===== config.mk =====
export PLATFORM = sky130hd
export DESIGN_NAME = wb_stage_q
export DESIGN_NICKNAME = d
export VERILOG_FILES = /design/src/rtl/wb_stage_q.sv
export SDC_FILE = /design/constraint.sdc
export NUM_CORES = 1
export LEC_CHECK = 0
export CORE_MARGIN = 8
export CORE_UTILIZATION = 27
export DETAILED_ROUTE_END_ITERATION = 6
export GPL_TIMING_DRIVEN = 0
export HOLD_SLACK_MARGIN = 0.1
export PLACE_DENSITY = 0.51
export SKIP_CTS_REPAIR_TIMING = 1
export SYNTH_ARGS = -nofsm -noshare
export SYNTH_HDL_FRONTEND = slang
export SYNTH_SLANG_ARGS = --single-unit

===== constraint.sdc =====
create_clock -name clk -period 5.5 [get_ports clk]
set_clock_uncertainty 0.05 [all_clocks]
set_input_delay 1.1 -clock clk [delete_from_list [all_inputs] [get_ports clk]]
set_output_delay 1.1 -clock clk [all_outputs]
set_load 0.05 [all_outputs]

===== src/rtl/wb_stage_q.sv =====
// Write-back retire queue: in-order FIFO that retires results to the register file and raises exception/ertn flushes.
// Optional forwarding query logic is compiled only when WS_FWD_EN is defined.
module wb_stage_q #(
    parameter int DEPTH  = 4,
    parameter int DATA_W = 32
) (
    input  logic                    clk,
    input  logic                    reset,
    input  logic                    ms_to_ws_valid,
    output logic                    ws_allowin,
    input  logic [DATA_W-1:0]       ms_pc,
    input  logic [4:0]              ms_dest,
    input  logic                    ms_gr_we,
    input  logic [DATA_W-1:0]       ms_result,
    input  logic                    ms_excp,
    input  logic [15:0]             ms_excp_num,
    input  logic                    ms_ertn,
    input  logic                    rf_ready,
    output logic                    rf_we,
    output logic [4:0]              rf_waddr,
    output logic [DATA_W-1:0]       rf_wdata,
    output logic                    excp_flush,
    output logic                    ertn_flush,
    output logic [5:0]              ecode,
    output logic [DATA_W-1:0]       epc,
    input  logic [4:0]              fwd_raddr,
    output logic                    fwd_valid,
    output logic [DATA_W-1:0]       fwd_data,
    output logic [$clog2(DEPTH):0]  ws_count
);

    localparam int AW = $clog2(DEPTH);
    localparam int CW = AW + 1;

    logic [DATA_W-1:0] pc_q     [DEPTH];
    logic [4:0]        dest_q   [DEPTH];
    logic              gr_we_q  [DEPTH];
    logic [DATA_W-1:0] result_q [DEPTH];
    logic              excp_q   [DEPTH];
    logic [15:1]       num_q    [DEPTH];
    logic              ertn_q   [DEPTH];

    logic [AW-1:0] head;
    logic [AW-1:0] tail;
    logic [CW-1:0] count;

    logic          nonempty;
    logic          pop;
    logic          push;
    logic          flush;
    logic          h_gr_we;
    logic          h_excp;
    logic          h_ertn;
    logic [15:1]   h_num;
    logic          unused_num_bit0;

    // Bit 0 of the exception vector carries no cause code.
    assign unused_num_bit0 = ms_excp_num[0];

    assign nonempty = (count != '0);
    assign h_gr_we  = gr_we_q[head];
    assign h_excp   = excp_q[head];
    assign h_ertn   = ertn_q[head];
    assign h_num    = num_q[head];

    assign pop        = nonempty && (rf_ready || !h_gr_we || h_excp || h_ertn);
    assign excp_flush = pop && h_excp;
    assign ertn_flush = pop && !h_excp && h_ertn;
    assign flush      = excp_flush || ertn_flush;
    assign ws_allowin = !flush && ((count < CW'(DEPTH)) || pop);
    assign push       = ms_to_ws_valid && ws_allowin;

    assign rf_we    = pop && h_gr_we && !h_excp && !h_ertn && (dest_q[head] != 5'd0);
    assign rf_waddr = nonempty ? dest_q[head] : 5'd0;
    assign rf_wdata = nonempty ? result_q[head] : '0;
    assign epc      = nonempty ? pc_q[head] : '0;
    assign ws_count = count;

    always_comb begin
        ecode = 6'h00;
        if (nonempty) begin
            if      (h_num[15]) ecode = 6'h00;
            else if (h_num[14]) ecode = 6'h08;
            else if (h_num[13]) ecode = 6'h3F;
            else if (h_num[12]) ecode = 6'h03;
            else if (h_num[11]) ecode = 6'h07;
            else if (h_num[10]) ecode = 6'h0B;
            else if (h_num[9])  ecode = 6'h0C;
            else if (h_num[8])  ecode = 6'h0D;
            else if (h_num[7])  ecode = 6'h0E;
            else if (h_num[6])  ecode = 6'h09;
            else if (h_num[5])  ecode = 6'h3F;
            else if (h_num[4])  ecode = 6'h04;
            else if (h_num[3])  ecode = 6'h07;
            else if (h_num[2])  ecode = 6'h02;
            else if (h_num[1])  ecode = 6'h01;
        end
    end

    // Payload storage is intentionally unreset; validity comes from count alone.
    always_ff @(posedge clk) begin
        if (push) begin
            pc_q[tail]     <= ms_pc;
            dest_q[tail]   <= ms_dest;
            gr_we_q[tail]  <= ms_gr_we;
            result_q[tail] <= ms_result;
            excp_q[tail]   <= ms_excp;
            num_q[tail]    <= ms_excp_num[15:1];
            ertn_q[tail]   <= ms_ertn;
        end
    end

    always_ff @(posedge clk) begin
        if (reset) begin
            head  <= '0;
            tail  <= '0;
            count <= '0;
        end else if (flush) begin
            head  <= tail;
            count <= '0;
        end else begin
            if (push) tail <= tail + AW'(1);
            if (pop)  head <= head + AW'(1);
            case ({push, pop})
                2'b10:   count <= count + CW'(1);
                2'b01:   count <= count - CW'(1);
                default: count <= count;
            endcase
        end
    end

`ifdef WS_FWD_EN
    logic [AW-1:0] fwd_idx;

    // Walk oldest to youngest so the youngest match wins.
    always_comb begin
        fwd_valid = 1'b0;
        fwd_data  = '0;
        fwd_idx   = '0;
        for (int i = 0; i < DEPTH; i++) begin
            fwd_idx = head + AW'(i);
            if ((CW'(i) < count) && gr_we_q[fwd_idx] && !excp_q[fwd_idx] &&
                (dest_q[fwd_idx] == fwd_raddr) && (fwd_raddr != 5'd0)) begin
                fwd_valid = 1'b1;
                fwd_data  = result_q[fwd_idx];
            end
        end
    end
`else
    logic unused_fwd_raddr;

    assign unused_fwd_raddr = ^fwd_raddr;
    assign fwd_valid        = 1'b0;
    assign fwd_data         = '0;
`endif

endmodule


* After elaboration in Yosys (flattened, before gate mapping)
Memory sizes are Yosys's and may differ from the RTL's. A register that Yosys moved wholly into a read port is not among the register bits. Cells that the tools add are included.
Word-level totals: register bits after elaboration 7, bits in writable memories 348, input bits 97, output and inout port bits 115, logic and storage cells 81, memories kept 7
Memories:
- pc_q | depth 4, width 32, rd ports 1, clocked after Yosys merged registers in 1, wr ports 1, line 35 | logic [DATA_W-1:0] pc_q [DEPTH];
- result_q | depth 4, width 32, rd ports 1, clocked after Yosys merged registers in 1, wr ports 1, line 38 | logic [DATA_W-1:0] result_q [DEPTH];
- num_q | depth 4, width 15, rd ports 1, clocked after Yosys merged registers in 1, wr ports 1, line 40 | logic [15:1] num_q [DEPTH];
- dest_q | depth 4, width 5, rd ports 1, clocked after Yosys merged registers in 1, wr ports 1, line 36 | logic [4:0] dest_q [DEPTH];
- ertn_q | depth 4, width 1, rd ports 1, clocked after Yosys merged registers in 1, wr ports 1, line 41 | logic ertn_q [DEPTH];
- excp_q | depth 4, width 1, rd ports 1, clocked after Yosys merged registers in 1, wr ports 1, line 39 | logic excp_q [DEPTH];
- 1 more memories
Cells by class: add/subtract/negate cells 4, $lt $le $gt $ge 1, eq/ne operators 2, muxes and demuxes 38, bitwise gates (word level) 1, reduce and logical (&&, ||, !) cells 25
Operators with widths (count):
- $mux 6 | 12
- $mux 32 | 2
- $mux 2 | 17
- $logic_and 1x1->1 | 10
- $mux 3 | 2
- $pmux 3 s2 | 1
- $logic_or 1x1->1 | 5
- $mux 5 | 1
- $reduce_bool 5->1 | 1
- $add 2x1->2 const B | 2
- $logic_not 1->1 | 4
- $reduce_bool 2->1 | 2
- $add 3x1->3 const B | 1
- $lt 3x3->1 const B | 1
- $mux 1 | 3
- $reduce_bool 3->1 | 1
- $sub 3x1->3 const B | 1
- $eq 2x1->1 const B | 1
- $eq 2x2->1 const B | 1
- $reduce_and 2->1 | 1
- $reduce_or 2->1 | 1
- $not 1->1 | 1

* Depth between registers and ports, before layout
word-level depth 16, mapped depth 12, gate-level depth less buffers 11

* Worst setup path before layout
No wires, ideal clock.
path type register to register, from register (tool-made name), to memory dest_q[1][0], enable pin, library setup time 455 ps, arrival 3611 ps, data required time 4995 ps, setup slack 1384 ps, cell stages (with the launch flop) 6, buffers on the path 1, cell sequence dfxtp_1 buf_6 mux4_2 o21ai_0 o311a_4 and2_1
RTL lines (line):
- to (decl) | 36

==> flow_summary.json <==
{
  "synthCells": 662,
  "ant_nets": 0,
  "nets": 1019,
  "synth_top_area_share_pct": 75.0,
  "synth_seq_cells": 357,
  "fin_setup_tns_ps": 0,
  "rsz0062_at_grt": "false",
  "drtIter0Drc": 321,
  "die_w_um": 243,
  "endpoint": "ecode[5]",
  "yosys.cell_count.top_type": "edfxtp_1",
  "cp.required_ps": 4350,
  "syn_area_per_cell_um2": 21.1,
  "num_rows": 83,
  "h-tree-depth": 2,
  "p_per_area_nw_per_um2": 587,
  "vias_per_cell": 4.22,
  "cp_max_fo": 10,
  "cts.path.max_buffers": 3,
  "status": "complete, no violations",
  "overflow": 0,
  "boundaryPins": 212,
  "cp-end-kind": "output port",
  "period_share_pct": 91.4,
  "yosysTopAreaCell": "edfxtp_1",
  "period_needed_ps": 5030,
  "drv_cap": 0,
  "die_area_um2": 59100,
  "cts_sinks": 357,
  "synth_area_leaders": "edfxtp_1 75%, mux4_2 14%, and2_1 3.3%",
  "clk_pin_slew_ps": 60,
  "core_um2": 51200,
  "max_freq_mhz": 199,
  "grt_max_degree": 34,
  "final_hold_viol_count": 0,
  "critical_path_class": "flip-flop to output port",
  "ys_types": 36,
  "numCtsBuffers": 41,
  "initial_utilization_pct": 27.2,
  "p_seq_share_pct": 34.3,
  "max_slew_margin_pct": 44.9,
  "ys.flop_type": "edfxtp_1",
  "internal_power_mw": 6.65,
  "seq_area_frac_synth_pct": 76.3,
  "worstHoldStart": "head[1]$_SDFFE_PP0N_",
  "grt_pass1_wl_um": 49100,
  "clock-root-buffer": "clkbuf_16",
  "die_h_um": 243,
  "netSwitchingFraction_pct": 37.4,
  "min_path_type": "flip-flop to flip-flop",
  "crit_path_start_kind": "flip-flop",
  "io_buffers": 172,
  "whs_ps": 481,
  "place_congestion": 0.660,
  "drive_above_1_share_pct": 21.3,
  "p_clk_share_pct": 24.9,
  "yosys_warnings": 0,
  "power_switching_mw": 3.97,
  "synth_edf_count": 348,
  "rr_worst_depth": 7,
  "via_count": 6868,
  "area.growth.synth_to_final_pct": 29.9,
  "antenna_found_initial": 6,
  "routed_wl_um": 32600,
  "ys_top_cells_by_count": "348 x edfxtp_1, 87 x mux4_2, 74 x and2_1, 34 x buf_4, 18 x nor2_1",
  "grt_pass1_vias": 7650,
  "synthesis.area_um2": 13900,
  "worst_slew_pin_slew_ps": 826,
  "cts_tree": "yes",
  "maxSlewViolCount": 0,
  "synthArstFlopShare_pct": 0,
  "r2r_slack_ps": 2290,
  "p_comb_share_pct": 40.8,
  "critPathArrivalTime_ps": 3880,
  "clkLatencyLatePin_ps": 540,
  "post_drt_wl_per_cell_um": 20.1,
  "peakVddDrop_mv": 0.397,
  "first_pass_iters": 4,
  "reg2reg_to": "pc_q[2][5]$_DFFE_PP_",
  "drc": 0,
  "p_leak_nw": 5.85,
  "hpwl_um": 21300,
  "grt_use_total_pct": 11.0,
  "setup_violations": 0
}
registers in the layout, summed over array words and instances, names as in the netlist, named ones only:
register / count
pc_q: 128
result_q: 128
num_q: 60
dest_q: 20
ertn_q: 4
excp_q: 4
gr_we_q: 4
ws_count: 3
head: 2
tail: 2
power groups by stage:
| stage | sequential, mW | combinational (mW) | clock [mW] |
|---|---|---|---|
| 2_1_floorplan | 3.75 | 2.79 | 0 |
| 3_3_place_gp | 3.80 | 4.36 | 0 |
| 3_5_place_dp | 3.70 | 4.45 | 0 |
| 4_1_cts | 3.65 | 4.47 | 2.74 |
| 5_1_grt | 3.68 | 4.63 | 2.83 |
| 6_report | 3.64 | 4.33 | 2.65 |
how the worst min path moves through the flow:
stage	to	slack (ps)	cells past startpoint
6_report	head[1]$_SDFFE_PP0N_	480	2
5_1_grt	head[1]$_SDFFE_PP0N_	500	2
4_1_cts	head[1]$_SDFFE_PP0N_	480	2
3_5_place_dp	head[1]$_SDFFE_PP0N_	460	2
3_3_place_gp	head[1]$_SDFFE_PP0N_	450	2
2_1_floorplan	flip-flop	410	2
kinds of logic (layout without fill, tap and decap cells):
logic type	after synthesis	count (layout)	share of synthesized area [%]
and+or+nand+nor	110	110	4.58
AOI/OAI and AO/OA	22	22	1.05
buffers and inverters	73	322	3.03
adders and majority gates	6	6	0.593
muxes	89	89	14.2
DFF	357	357	76.3
other	1	36	0.0269
xor gates and xnor gates	4	4	0.251
worst max-delay path: stages, from the launching register on:
cell and delay (ps):
dfxtp_1 300, clkbuf_1 290, clkbuf_1 570, mux4_2 440, nor3_1 370, nand4_1 130
a21oi_1 280, buf_4 160, clkdlybuf4s50_1 790
layout make-up:
cell class | count | area [um^2]
antenna | 3 | 7.51
buffer | 61 | 377
clock buffer | 52 | 1090
clock inverter | 18 | 201
fill | 4778 | 33100
inverter | 11 | 41.3
multi-input combinational | 264 | 3020
sequential | 357 | 10600
tap | 680 | 851
timing repair buffer | 180 | 1890
stage by stage:
step                setup WS [ps]  util [%]  area [um^2]  instances  total power, mW
global route                  170      35.3        18100       1623             11.1
finish                        470      35.4        18100       1626             10.6
CTS                          -232      35.3        18100       1624             10.9
global placement            -1090      32.5        16600       1546             8.15
detailed placement            385      32.8        16800       1554             8.15
floorplan                    1380         -        14100        694             6.53
layer usage:
layer | vias up | global-route usage [%] | routed length [um]
met2 | 196 | 17.4 | 15200
met1 | 3510 | 14.2 | 14500
met4 | 4 | 3.60 | 672
met5 | - | 0 | 27
met3 | 55 | 3.43 | 2230
li1 | 3103 | - | -
cell usage in the layout (no fill, tap or decap), types with 2 or more instances in the layout:
master / Yosys / routed
buf_12: 0 / 7
clkbuf_1: 16 / 26
clkinv_1: 0 / 6
or3_1: 3 / 3
mux2i_1: 2 / 2
inv_1: 11 / 11
bufinv_16: 0 / 4
o21ai_0: 4 / 4
dfxtp_1: 9 / 9
clkdlybuf4s50_1: 0 / 172
buf_2: 10 / 10
edfxtp_1: 348 / 348
diode_2: 0 / 3
and2_4: 0 / 4
nor2_1: 18 / 18
and2_1: 74 / 70
a21oi_1: 10 / 10
buf_4: 34 / 34
clkinv_4: 0 / 2
nand2b_1: 2 / 2
xnor2_1: 2 / 2
clkbuf_16: 0 / 42
o21bai_1: 2 / 2
mux4_2: 87 / 87
ha_1: 5 / 5
conb_1: 1 / 33
xor2_1: 2 / 2
clkinv_2: 0 / 5
nor3_1: 5 / 5
nand2_1: 2 / 2
(Power assumes the default switching activity.)
